File: src/rtl/channel_animator.sv
// Frame-driven per-channel animator: walks every channel on a frame request, reads current and
// target values, steps them by the selected mode via a constant-time restoring divider, writes back.
module channel_animator #(
  parameter int unsigned c_ledboards = 30,
  parameter int unsigned c_bpc       = 12,
  parameter int unsigned c_max_time  = 1024,
  parameter int unsigned c_max_type  = 64,
  parameter int unsigned c_rd_lat    = 1,
  parameter int unsigned c_channels  = c_ledboards * 32,
  parameter int unsigned c_addr_w    = $clog2(c_channels),
  parameter int unsigned c_time_w    = $clog2(c_max_time),
  parameter int unsigned c_type_w    = $clog2(c_max_type)
) (
  input  logic                i_clk,
  input  logic                i_rst,
  input  logic                i_drq,
  input  logic [c_bpc-1:0]    i_current_data,
  input  logic [c_bpc-1:0]    i_target_data,
  input  logic [c_type_w-1:0] i_type,
  input  logic [c_time_w-1:0] i_start_time,
  input  logic [c_time_w-1:0] i_target_time,
  output logic [c_addr_w-1:0] o_addr,
  output logic                o_wen,
  output logic [c_bpc-1:0]    o_data,
  output logic                o_busy,
  output logic                o_drq
);

  localparam int unsigned DW    = c_bpc + 1;
  localparam int unsigned StepW = $clog2(c_bpc + c_rd_lat + 1);

  localparam logic [1:0] ModeCur = 2'd0;
  localparam logic [1:0] ModeTgt = 2'd1;
  localparam logic [1:0] ModeDiv = 2'd2;

  typedef enum logic [2:0] {StIdle, StAddr, StWait, StDiv, StWrite, StEnd} state_e;

  state_e              state_q, state_d;
  logic [c_time_w-1:0] cnt_q, cnt_d;
  logic [c_addr_w-1:0] addr_q, addr_d;
  logic [c_bpc-1:0]    data_q, data_d;
  logic [StepW-1:0]    step_q, step_d;
  logic [c_bpc-1:0]    cur_q, cur_d;
  logic [c_bpc-1:0]    tgt_q, tgt_d;
  logic                neg_q, neg_d;
  logic [DW-1:0]       quo_q, quo_d;
  logic [c_time_w-1:0] rem_q, rem_d;
  logic [c_time_w-1:0] div_q, div_d;
  logic [1:0]          mode_q, mode_d;
  logic                settled_q, settled_d;

  logic [DW-1:0]       diff;
  logic [c_time_w-1:0] win_pos, win_len, frames_left;
  logic [c_time_w:0]   trial, trial_sub;
  logic [DW-1:0]       quo_signed;
  logic [c_bpc-1:0]    div_out;

  assign diff        = {1'b0, i_target_data} - {1'b0, i_current_data};
  assign win_pos     = cnt_q - i_start_time;
  assign win_len     = i_target_time - i_start_time;
  assign frames_left = i_target_time - cnt_q;
  assign trial       = {rem_q, quo_q[DW-1]};
  assign trial_sub   = trial - {1'b0, div_q};

  always_comb begin
    state_d    = state_q;
    cnt_d      = cnt_q;
    addr_d     = addr_q;
    data_d     = data_q;
    step_d     = step_q;
    cur_d      = cur_q;
    tgt_d      = tgt_q;
    neg_d      = neg_q;
    quo_d      = quo_q;
    rem_d      = rem_q;
    div_d      = div_q;
    mode_d     = mode_q;
    settled_d  = settled_q;
    quo_signed = '0;
    div_out    = '0;

    unique case (state_q)
      StIdle: begin
        if (i_drq) begin
          state_d   = StAddr;
          cnt_d     = cnt_q + c_time_w'(1);
          addr_d    = '0;
          settled_d = 1'b1;
        end
      end
      StAddr: begin
        state_d = StWait;
        step_d  = '0;
      end
      StWait: begin
        step_d = step_q + StepW'(1);
        if (step_q == StepW'(c_rd_lat - 1)) begin
          state_d = StDiv;
          step_d  = '0;
          cur_d   = i_current_data;
          tgt_d   = i_target_data;
          neg_d   = diff[DW-1];
          quo_d   = diff[DW-1] ? -diff : diff;
          rem_d   = '0;
          div_d   = frames_left;
          if (win_pos > win_len) begin
            mode_d = ModeCur;
          end else if (i_type == c_type_w'(1)) begin
            mode_d = ModeTgt;
          end else if (i_type == c_type_w'(2)) begin
            mode_d = (frames_left == '0) ? ModeTgt : ModeDiv;
          end else begin
            mode_d = ModeCur;
          end
        end
      end
      StDiv: begin
        // One restoring step per cycle; runs full length regardless of mode.
        step_d = step_q + StepW'(1);
        if (trial >= {1'b0, div_q}) begin
          rem_d = trial_sub[c_time_w-1:0];
          quo_d = {quo_q[DW-2:0], 1'b1};
        end else begin
          rem_d = trial[c_time_w-1:0];
          quo_d = {quo_q[DW-2:0], 1'b0};
        end
        quo_signed = neg_q ? -quo_d : quo_d;
        div_out    = cur_q + quo_signed[c_bpc-1:0];
        if (step_q == StepW'(c_bpc)) begin
          state_d = StWrite;
          case (mode_q)
            ModeTgt: data_d = tgt_q;
            ModeDiv: data_d = div_out;
            default: data_d = cur_q;
          endcase
        end
      end
      StWrite: begin
        if (data_q != tgt_q) settled_d = 1'b0;
        if (addr_q == c_addr_w'(c_channels - 1)) begin
          state_d = StEnd;
        end else begin
          addr_d  = addr_q + c_addr_w'(1);
          state_d = StAddr;
        end
      end
      StEnd: begin
        state_d = StIdle;
      end
      default: begin
        state_d = StIdle;
      end
    endcase
  end

  always_ff @(posedge i_clk) begin
    if (i_rst) begin
      state_q   <= StIdle;
      cnt_q     <= '0;
      addr_q    <= '0;
      data_q    <= '0;
      step_q    <= '0;
      cur_q     <= '0;
      tgt_q     <= '0;
      neg_q     <= 1'b0;
      quo_q     <= '0;
      rem_q     <= '0;
      div_q     <= '0;
      mode_q    <= ModeCur;
      settled_q <= 1'b0;
    end else begin
      state_q   <= state_d;
      cnt_q     <= cnt_d;
      addr_q    <= addr_d;
      data_q    <= data_d;
      step_q    <= step_d;
      cur_q     <= cur_d;
      tgt_q     <= tgt_d;
      neg_q     <= neg_d;
      quo_q     <= quo_d;
      rem_q     <= rem_d;
      div_q     <= div_d;
      mode_q    <= mode_d;
      settled_q <= settled_d;
    end
  end

  assign o_addr = addr_q;
  assign o_data = data_q;
  assign o_wen  = (state_q == StWrite);
  assign o_busy = (state_q != StIdle);
  assign o_drq  = (state_q == StEnd) && settled_q;

endmodule
File: config.mk
export PLATFORM = sky130hd
export DESIGN_NAME = channel_animator
export DESIGN_NICKNAME = d
export VERILOG_FILES = /design/src/rtl/channel_animator.sv
export SDC_FILE = /design/constraint.sdc
export NUM_CORES = 1
export LEC_CHECK = 0
export ABC_AREA = 1
export BUFFER_PORTS_ARGS = -buffer_cell sky130_fd_sc_hd__buf_2
export CAP_MARGIN = 20
export CORE_UTILIZATION = 56
export DETAILED_ROUTE_END_ITERATION = 8
export GPL_ROUTABILITY_DRIVEN = 0
export PLACE_DENSITY = 0.76
export RECOVER_POWER = 100
export SYNTH_ARGS = -nofsm -noshare
export SYNTH_HDL_FRONTEND = slang
export SYNTH_SLANG_ARGS = --single-unit
File: constraint.sdc
create_clock -name i_clk -period 7.8 [get_ports i_clk]
set_input_delay 1.56 -clock i_clk [delete_from_list [all_inputs] [get_ports i_clk]]
set_output_delay 1.56 -clock i_clk [all_outputs]
set_load 0.02 [all_outputs]
==> results.md, run 1 <==
- Cts hold-fix bufs: 0
- # H-tree levels: 3
- Failing checks: capacitance limit, slew limit
- Core area: ~14000 um^2
- Distinct cells, synth: 47
- Final hold vios: 0
- CTS Sinks: 100
- Status: complete, but fails checks
- Mapped cell area: 7970 um^2
- Finished Layout Cells: between 1k and 1.5k
- Initial Utilization: 57.4%
- Max-slew headroom: -29.0%
- Largest net degree at the start of global routing: 65
- Root Buffer: clkbuf_16
- Syn Area/Cell: 6.71 um^2
- CP Launch Type: input port
- Setup violations, final: 0
- Hpwl dp: ~16 mm
- Syn_nets: 1323
- Async S/R FF share, synth: 0%
- Mapped Cells: 1187
- Overall die width: 121 um
- Synth area leaders: dfxtp_1 (25%), ha_1 (12%), nand2_1 (11%)
- CP Max Fanout: 41
- Total track usage: 28.9%
- Clk_lat worst skew: around 0.36 ns
- Post-route ant nets: 0
- Area grow syn2layout: 9.50%
- Sequential area share after synthesis: about 25%
- Antenna cells: 0
- Setup TNS: 0 ns
- Post-synth top area cell: dfxtp_1
- Initial antenna violation count: 0
- R2R depth: 26
- CP arrival: 5.01 ns
- Clk slew on worst S/H paths: approximately 0.07 ns
- Post-synth top cells: nand2_1 (223), inv_1 (173), a21oi_1 (130)
- RSZ-0062 raised after global routing: no
- Data required time of the worst path: ~8.1 ns
- Drt drc: 0
- Share of cells above drive strength 1: about 7.5%
- I/O pins: 78
- Max VDD drop: about 260 uV
- Fin crit period: about 4.8 ns
- CTS tree: done
- Worst clock skew: approximately 0.0085 ns
- Power Dens Cells: around 320 nW/um^2
- # resized after CTS: 0
- Yosys reg bits: 100
- Global-route wire length before repair: roughly 33 mm
- Die area: ~15000 um^2
- Final Hold Slack: 0.476 ns
- Min-delay worst type: register to register
- Via/cell ratio: ~5.4
- Worst-Margin Slew: 1.94 ns
- Num CTS Buffers: 9
- Pins Over Slew Limit: 42
- Leakage: between 4 and 5 nW
- Worst hold path stage count: 2
- Most frequent cell after synthesis: nand2_1
- Vias: just under 8k
- Number of flops mapped to enable cells by yosys: 0
- Yosys warning total: 0
- Port Buffers: between 70 and 80
- Share of the synthesized area in the top cell type: between 20% and 30%
- Period utilization: approximately 60%
- Routed WL: slightly above 20 mm
- 1st-iter DRT viols: about 550
- Post-synth top flop: dfxtp_1
- Vias in the first global route: roughly 7k
- Crit Path Category: input port to register
- Post-CTS Setup Repair Bufs: 0
- CP endpoint kind: register
- Overall die height: between 100 and 150 um
- DP Area: between 8000 and 9000 um^2
- Final nets: around 1.4k
- Number of max-cap violations: 1
- FP Rows: 43
- Detailed Routing Iterations Pass 1: 7
- Max Fclk: between 0.2 and 0.25 GHz
- Clk buf depth: 2
- Post-route cell area: about 8700 um^2
- Global route total overflow: 0
- Cells after DPL: about 1.4k
- Drt wl/cell: between 10 and 15 um
==> where the power goes <==
part	switching (mW)	total (mW)	internal (mW)
logic	1.02	1.55	0.535
registers	0.123	0.754	0.631
clock network	0.225	0.484	0.258
total	1.37	2.79	1.42
==> cell usage in the layout (no fill, tap or decap), types with 10 or more instances in the layout <==
| cell type | Yosys | layout |
|---|---|---|
| a21oi_1 | 130 | 130 |
| a31oi_1 | 13 | 13 |
| buf_2 | 5 | 53 |
| clkbuf_1 | 22 | 26 |
| dfxtp_1 | 100 | 100 |
| ha_1 | 77 | 77 |
| inv_1 | 173 | 175 |
| nand2_1 | 223 | 223 |
| nand3_1 | 47 | 47 |
| nand4_1 | 17 | 17 |
| nor2_1 | 112 | 115 |
| nor3_1 | 18 | 18 |
| o211ai_1 | 12 | 12 |
| o21ai_0 | 77 | 80 |
| o22ai_1 | 10 | 10 |
| xnor2_1 | 16 | 17 |
| xor2_1 | 49 | 49 |
==> final timing paths <==
path / from / endpoint / slack [ns]
hold reg to reg: settled_q / settled_q / 0.48
setup reg to reg: div_q[2] / o_data[9] / 3.49
setup / recovery: i_rst / div_q[5] / 3.04
hold / removal: settled_q / settled_q / 0.48
==> metrics by stage <==
stage / total power [mW] / utilization, % / worst slack [ns]
floorplan: 1.95 / - / 3.73
global placement: 2.27 / 61.0 / 3.47
detailed placement: 2.29 / 61.0 / 3.31
CTS: 2.79 / 63.3 / 3.62
global route: 3.05 / 62.8 / 2.71
finish: 2.79 / 62.8 / 3.04
==> state kept, by name, indices dropped and copies added (netlist names) <==
register and count:
cnt_q 10, cur_q 12, div_q 10, mode_q 2
neg_q 1, o_addr 10, o_data 12, quo_q 13
rem_q 10, settled_q 1, state_q 3, step_q 4
tgt_q 12
==> critical path, stage by stage <==
cell and delay, ns:
buf_2 0.08, clkbuf_1 1.38, inv_1 0.93, clkbuf_1 0.68
o211ai_1 0.28, inv_1 0.06
==> per-layer routing <==
metal	vias to the layer above	GRT usage [%]	part of all wire, %
li1	4030	-	-
met1	3465	35.6	44
met2	233	49.4	47
met3	46	5.03	5.1
met4	0	12.4	3.5
met5	-	0	0
==> area by class of cell <==
type	instances	area, um^2
fill	1359	5160
multi-input combinational	877	5140
sequential	100	2000
inverter	178	668
timing repair buffer	80	370
clock buffer	9	225
tap	180	225
clock inverter	7	92.6
==> logic make-up after synthesis <==
group | synth area share (%)
AO/OA/AOI/OAI | 19.1
XOR/XNOR | 7.35
adder cells (fa/ha/maj) | 13.6
buffers and inverters | 10.2
flip-flops | 25.1
AND/OR/NAND/NOR | 24.7
(Power assumes the default switching activity.)
==> run 2: changes to the inputs <==
ABC_AREA = 0   (was 1)
CORE_UTILIZATION = 55   (was 56)
PLACE_DENSITY = 0.78   (was 0.76)
clock period = 4.24 ns   (was 7.8 ns; I/O delays follow)
==> run 2 against run 1 <==
  * The run still ends with capacitance limit, slew limit left
  * First-iteration DRC count increased by 14%
  * Synthesized cell count decreased by 14%
  * Combinational power decreased by 14%
  * Critical path depth increased by 6
  * Synthesized area decreased by 1.2%
  * Worst setup slack got worse by 2.9 ns
==> results.md, run 2 <==
- Port Buffers: 77 (unchanged)
- Initial Utilization: 56.5% (-0.90 points)
- Most common cell after layout, fill and taps aside: nand2_1
- CTS tree: done
- Post-synth top cells: nand2_1 (121), dfxtp_1 (100), a21oi_1 (91)
- Largest Register: quo_q
- Status: complete, but fails checks
- 1st-iter DRT viols: 627 (+14%)
- Drt wl/cell: 15.1 um (+5.6%)
- Failing checks: capacitance limit, slew limit
- # H-tree levels: 3 (unchanged)
- Area grow syn2layout: 9.79%
- Total track usage: 26.4% (-2.5 points)
- Worst clock skew: 0.00692 ns (-0.00162 ns)
- Distinct cells, synth: 82 (+74%)
- Critical path, cell by cell: clkbuf_1 > inv_1 > ha_1 > inv_1 > fa_1 > a211oi_1 > o21bai_4 > and4_1 > o32ai_1 > nand2_2 > or4b_1 > o21ai_1
- Max-slew headroom: -25.6% (+3.5 points)
- Antenna cells: 0 (unchanged)
- Top cell family by delay on the critical path: compound AO/OA/AOI/OAI gates
- Number of max-cap violations: 1 (unchanged)
- Pins Over Slew Limit: 47 (+12%)
- Detailed Routing Iterations Pass 1: 7 (unchanged)
- Min-delay worst type: register to register
- Post-synth top flop: dfxtp_1
- R2R Path End: o_data[8]
- Critical Path Start: i_target_data[0]
- Mapped Cells: 1018 (-14%)
- CP Max Fanout: 6 (-85%)
- Share of cells above drive strength 1: 8.93% (+1.4 points)
- Power Dens Cells: 373 nW/um^2 (+17%)
- Overall die width: 122 um (+0.31%)
- Pre-CTS WS: 0.122 ns (-3.19 ns)
- Multi-input gate area: 5420 um^2 (+5.5%)
- Die area: 14800 um^2 (+0.61%)
- Cells after DPL: 1247 (-12%)
- Global route total overflow: 0 (unchanged)
- Fin crit period: 4.06 ns
- Data required time of the worst path: 4.49 ns (-3.56 ns)
- Core area: 13900 um^2 (+0.39%)
- CTS Sinks: 100 (unchanged)
- Max VDD drop: 226 uV (-14%)
- Final hold vios: 0 (unchanged)
- Syn Area/Cell: 7.73 um^2 (+15%)
- FP Rows: 43 (unchanged)
- Yosys warning total: 0 (unchanged)
- Hpwl dp: 14.8 mm (-6.7%)
- Max reg flops: 13 (unchanged)
- Sequential area share after synthesis: 25.4% (+0.30 points)
- Via/cell ratio: 5.83 (+7.3%)
- Initial antenna violation count: 0 (unchanged)
- CP Launch Type: input port
- Most frequent cell after synthesis: nand2_1
- Num CTS Buffers: 9 (unchanged)
- Post-route ant nets: 0 (unchanged)
- Cts hold-fix bufs: 0 (unchanged)
- Reg2Reg Launch Point: div_q[1]
- Largest net degree at the start of global routing: 66 (+1.5%)
- Clk_lat worst skew: 0.34 ns (-0.02 ns)
- RSZ-0062 raised after global routing: no
- Vias: 7381 (-5.1%)
- Slowest CP cell: o32ai_1
- CP Capture Point: quo_q[12]
- Syn_nets: 1154 (-13%)
- Mapped cell area: 7870 um^2 (-1.2%)
- Clk buf depth: 2 (unchanged)
- R2R depth: 19 (-27%)
- Final nets: 1217 (-12%)
- R2R Setup Slk: 0.25 ns (-3.24 ns)
- Root Buffer: clkbuf_16
- Global-route wire length before repair: 31.5 mm (-6.0%)
- Overall die height: 122 um (+0.31%)
- Worst path bufs/invs: 3 (-2)
- Yosys reg bits: 100 (unchanged)
- Finished Layout Cells: 1266 (-12%)
- Share of the synthesized area in the top cell type: 25.4% (+0.30 points)
- Synth area leaders: dfxtp_1 (25%), ha_1 (12%), a21oi_1 (5.8%)
- Async S/R FF share, synth: 0% (unchanged)
- CP Depth: 12 (+6)
- Max Fclk: around 0.25 GHz
- Worst-Margin Slew: 1.88 ns (-0.0524 ns)
- Setup TNS: 0 ns (unchanged)
- Leakage: 3.46 nW (-16%)
- CP arrival: 4.31 ns (-0.70 ns)
- FF+latch area: 2000 um^2 (unchanged)
- CP endpoint kind: register
- CP max stage delay: 0.85 ns (-0.53 ns)
- Crit Path Category: input port to register
- Worst setup slack after layout: 0.181 ns (-2.86 ns)
- Period utilization: 95.7%
- Routed WL: 19.1 mm (-6.5%)
- Most frequent cells in the layout: nand2_1 (121), dfxtp_1 (100), a21oi_1 (91)
- Number of flops mapped to enable cells by yosys: 0 (unchanged)
- Fill cells: 1294 (-4.8%)
- Post-synth top area cell: dfxtp_1
- I/O pins: 78 (unchanged)
- CP most frequent cell: inv_1
- Drt drc: 0 (unchanged)
- Setup violations, final: 0 (unchanged)
- Clk slew on worst S/H paths: 0.07 ns (about the same)
- Vias in the first global route: 6589 (-7.7%)
[run 2: changes by cell type in the layout (fill, tap and decap cells not counted), sizes merged, moves of 13 or more]
| cell | before | now |
|---|---|---|
| xor2 | 49 | 28 |
| or3 | 0 | 15 |
| nand2 | 226 | 122 |
| xnor2 | 17 | 49 |
| a21oi | 132 | 92 |
| inv | 182 | 80 |
| o21ai | 85 | 49 |
| nor2 | 121 | 76 |
| o21a | 4 | 18 |
| nand3 | 49 | 24 |
| a211oi | 5 | 18 |
| nor2b | 0 | 14 |
| and3 | 0 | 14 |
[run 2: worst register-to-register path, cell delays in order (launching register included)]
cell and delay, ns:
dfxtp_1 0.38, inv_1 0.06, ha_1 0.28, nor2b_1 0.15
o31a_1 0.29, o211ai_1 0.23, nand3_1 0.15, inv_2 0.12
ha_1 0.14, inv_1 0.09, nand2_1 0.10, xnor2_1 0.13
ha_1 0.29, nor2b_1 0.16, o31a_1 0.27, o31a_1 0.29
o21a_1 0.18, or3_1 0.30, a31oi_1 0.18, nor4_1 0.07
[run 2: routing by layer]
layer | GRT usage [%] | up-vias | share of wire (%)
li1 | - | 3781 | -
met1 | 38.4 | 3388 | 50
met2 | 41.3 | 196 | 43
met3 | 3.28 | 16 | 5.9
met4 | 6.48 | 0 | 0.95
met5 | 0 | - | 0
[run 2: worst min-delay path by stage]
stage | endpoint | startpoint | slack (ns) | depth (start not counted)
2_1_floorplan | div_q[2] | div_q[2] | 0.44 | 2
3_3_place_gp | div_q[9] | div_q[9] | 0.45 | 2
3_5_place_dp | div_q[2] | div_q[2] | 0.45 | 2
4_1_cts | div_q[2] | div_q[2] | 0.46 | 2
5_1_grt | div_q[2] | div_q[2] | 0.48 | 2
6_report | div_q[2] | div_q[2] | 0.46 | 2
[run 2: cells by family (layout without fill, tap and decap cells)]
family | Yosys count | in the layout | synth area share, %
simple gates | 352 | 352 | 21.9
compound gates | 286 | 286 | 24.0
mux | 7 | 7 | 0.954
buf+inv | 113 | 181 | 5.42
fa+ha+maj | 83 | 83 | 13.8
xor+xnor | 77 | 77 | 8.57
flops | 100 | 100 | 25.4
[run 2: power by group]
group | switching (mW) | total [mW] | internal, mW
Clock | 0.371 | 0.803 | 0.432
Combinational | 0.764 | 1.33 | 0.569
Sequential | 0.0832 | 1.09 | 1.01
Total | 1.22 | 3.23 | 2.01
[run 2: layout make-up]
type / instances / area share [%]
multi-input combinational: 805 / 62.7
sequential: 100 / 23.2
timing repair buffer: 86 / 4.76
inverter: 79 / 3.43
clock buffer: 11 / 2.92
tap: 180 / 2.61
clock inverter: 5 / 0.376
[run 2: metrics by stage]
step	cell area (um^2)	utilization [%]	total power, mW	hold WS [ns]
floorplan	7870	-	2.08	0.436
global placement	8400	60.3	2.37	0.446
global route	8640	62.0	3.44	0.481
detailed placement	8400	60.3	2.39	0.455
CTS	8690	62.4	3.19	0.465
finish	8640	62.0	3.23	0.461
[run 2: repair_timing]
item / CTS / global route
setup buffers: 0 / 3
gates resized for setup: 0 / 2
setup endpoints to repair: 0 / 3
==> run 3: changes to the inputs <==
CELL_PAD_IN_SITES_DETAIL_PLACEMENT = 2   (was default)
CELL_PAD_IN_SITES_GLOBAL_PLACEMENT = 2   (was default)
CORE_UTILIZATION = 32   (was 55)
CTS_CLUSTER_SIZE = 28   (was default)
PLACE_DENSITY = default   (was 0.78)
PLACE_DENSITY_LB_ADDON = 0.1   (was default)
==> run 3 against run 2 <==
  * The flow still finishes with violations (capacitance limit, slew limit)
  * Cell count up 11%
  * Combinational power increased by 5%
  * Clock skew increased by 0.00092 ns
  * Register-to-register slack about the same
  * Global-route usage shrank 5.6 points
  * Worst hold slack got worse by 0.00093 ns
  * Clock-buffer cell count is 1 lower
  * Critical path depth rose by 6
  * Fmax increased by 1.5%
  * Largest cell class unchanged
==> results.md, run 3 (same netlist as run 2, synthesis figures left out) <==
- Clk buf depth: 2 (unchanged)
- Vias: 7548 (+2.3%)
- Die area: 25200 um^2 (+71%)
- CTS tree: done
- Overall die height: 159 um (+31%)
- Leakage: 3.46 nW (+0.14%)
- Root Buffer: clkbuf_16
- Largest net degree at the start of global routing: 64 (-3.0%)
- Port Buffers: 77 (unchanged)
- Min-delay worst type: register to register
- Area grow syn2layout: 12.7%
- Data required time of the worst path: 4.45 ns (-0.04 ns)
- Power Dens Cells: 384 nW/um^2 (+2.8%)
- Critical path, cell by cell: inv_1 > ha_1 > or3_1 > o211ai_1 > nand3_1 > inv_1 > ha_1 > inv_1 > nand2_1 > xnor2_1 > ha_1 > nor2b_1 > o31a_1 > o31a_1 > o21a_1 > or3_1 > a31oi_1 > nor4_1
- Antenna cells: 0 (unchanged)
- # resized after CTS: 0 (unchanged)
- Final hold vios: 0 (unchanged)
- Most frequent cells in the layout: nand2_1 (121), dfxtp_1 (99), a21oi_1 (91)
- Vias in the first global route: 7829 (+19%)
- 1st-iter DRT viols: 318 (-49%)
- Global route total overflow: 0 (unchanged)
- Worst hold path stage count: 2 (unchanged)
- Max VDD drop: 202 uV (-11%)
- Via/cell ratio: 5.35 (-8.2%)
- Post-CTS Setup Repair Bufs: 0 (unchanged)
- Setup violations, final: 0 (unchanged)
- Num CTS Buffers: 9 (unchanged)
- I/O pins: 78 (unchanged)
- Max-slew headroom: -28.6% (-3.1 points)
- Status: complete, but fails checks
- Post-route ant nets: 0 (unchanged)
- CP Launch Type: register
- CP endpoint kind: register
- Largest Register: quo_q
- Setup TNS: 0 ns (unchanged)
- Initial Utilization: 32.5% (-24 points)
- Routed WL: 25.8 mm (+35%)
- Final nets: 1217 (unchanged)
- CP arrival: 4.21 ns (-0.10 ns)
- Fin crit period: 4.00 ns (-0.0584 ns)
- # H-tree levels: 3 (unchanged)
- Drt drc: 0 (unchanged)
- CTS Sinks: 100 (unchanged)
- Initial antenna violation count: 0 (unchanged)
- Cts hold-fix bufs: 0 (unchanged)
- Most common cell after layout, fill and taps aside: nand2_1
- Core area: 24200 um^2 (+74%)
- CP max stage delay: 0.43 ns (-0.42 ns)
- Worst clock skew: 0.00785 ns (+0.000925 ns)
- Period utilization: 94.3% (-1.4 points)
- Total track usage: 20.8% (-5.6 points)
- R2R depth: 18 (-1)
- Pins Over Slew Limit: 41 (-13%)
- Number of max-cap violations: 1 (unchanged)
- Final Hold Slack: 0.460 ns (-0.000930 ns)
- Global-route wire length before repair: 42.2 mm (+34%)
- Drt wl/cell: 18.3 um (+21%)
- Clk slew on worst S/H paths: 0.07 ns (about the same)
- Share of cells above drive strength 1: 8.93% (unchanged)
- Max reg flops: 13 (unchanged)
- RSZ-0062 raised after global routing: no
- Failing checks: capacitance limit, slew limit
- Hpwl dp: 20.5 mm (+39%)
- Clk_lat worst skew: 0.36 ns (+0.02 ns)
- Slowest CP cell: or3_1
- Crit Path Category: register to register
- Max Fclk: 0.250 GHz (+1.5%)
- Detailed Routing Iterations Pass 1: 6 (-1)
- R2R Setup Slk: 0.24 ns (about the same)
- Overall die width: 159 um (+31%)
- CP Max Fanout: 6 (unchanged)
- Worst-Margin Slew: 1.93 ns (+0.0459 ns)
- FP Rows: 57 (+33%)
[run 3: cell count changes in the layout (fill, tap and decap cells not counted), sizes merged]
cell,previous run,this run
inv,80,78
clkinvlp,0,2
buf,57,56
bufinv,0,2
clkinv,4,3
[run 3: metal layers]
metal  part of all wire, %  track usage [%]  wire length, um
met3                   2.5             1.88              632
met1                    53             30.7            13700
met4                   1.3             5.73              328
met5                     0                0                0
met2                    43             32.1            11100
[run 3: through the flow]
stage	instance area [um^2]	utilization, %	worst slack (ns)	std cells	power, mW
2_1_floorplan	7870	-	0.433	1018	2.08
3_3_place_gp	8610	35.5	0.116	1394	2.50
3_5_place_dp	8610	35.5	-0.00266	1394	2.53
4_1_cts	8920	36.8	0.147	1410	3.46
5_1_grt	8870	36.6	0.0265	1410	3.64
6_report	8870	36.6	0.240	1410	3.41
[run 3: final timing paths]
kind	start	endpoint
worst min register to register	div_q[2]	div_q[2]
worst min-delay path	div_q[2]	div_q[2]
worst max-delay path	div_q[4]	o_data[8]
worst max register to register	div_q[4]	o_data[8]
[run 3: final cells by class]
| class | instances | area [um^2] |
|---|---|---|
| Clock inverter | 6 | 88.8 |
| Sequential cell | 100 | 2000 |
| Clock buffer | 10 | 229 |
| Multi-Input combinational cell | 805 | 5440 |
| Timing Repair Buffer | 86 | 409 |
| Tap cell | 324 | 405 |
| Fill cell | 2912 | 15400 |
| Inverter | 79 | 297 |
[run 3: report_power, final]
group,switching [mW],leakage (nW),internal [mW]
logic,0.836,2.51,0.558
clock network,0.398,0.149,0.518
registers,0.0884,0.811,1.01
[run 3: critical path, delay by kind of cell, from the launching register on]
family,cells,cell delay [ns]
compound gates,5,1.23
xor+xnor,1,0.12
fa+ha+maj,3,0.69
buf+inv,3,0.27
flops,1,0.34
simple gates,6,1.21
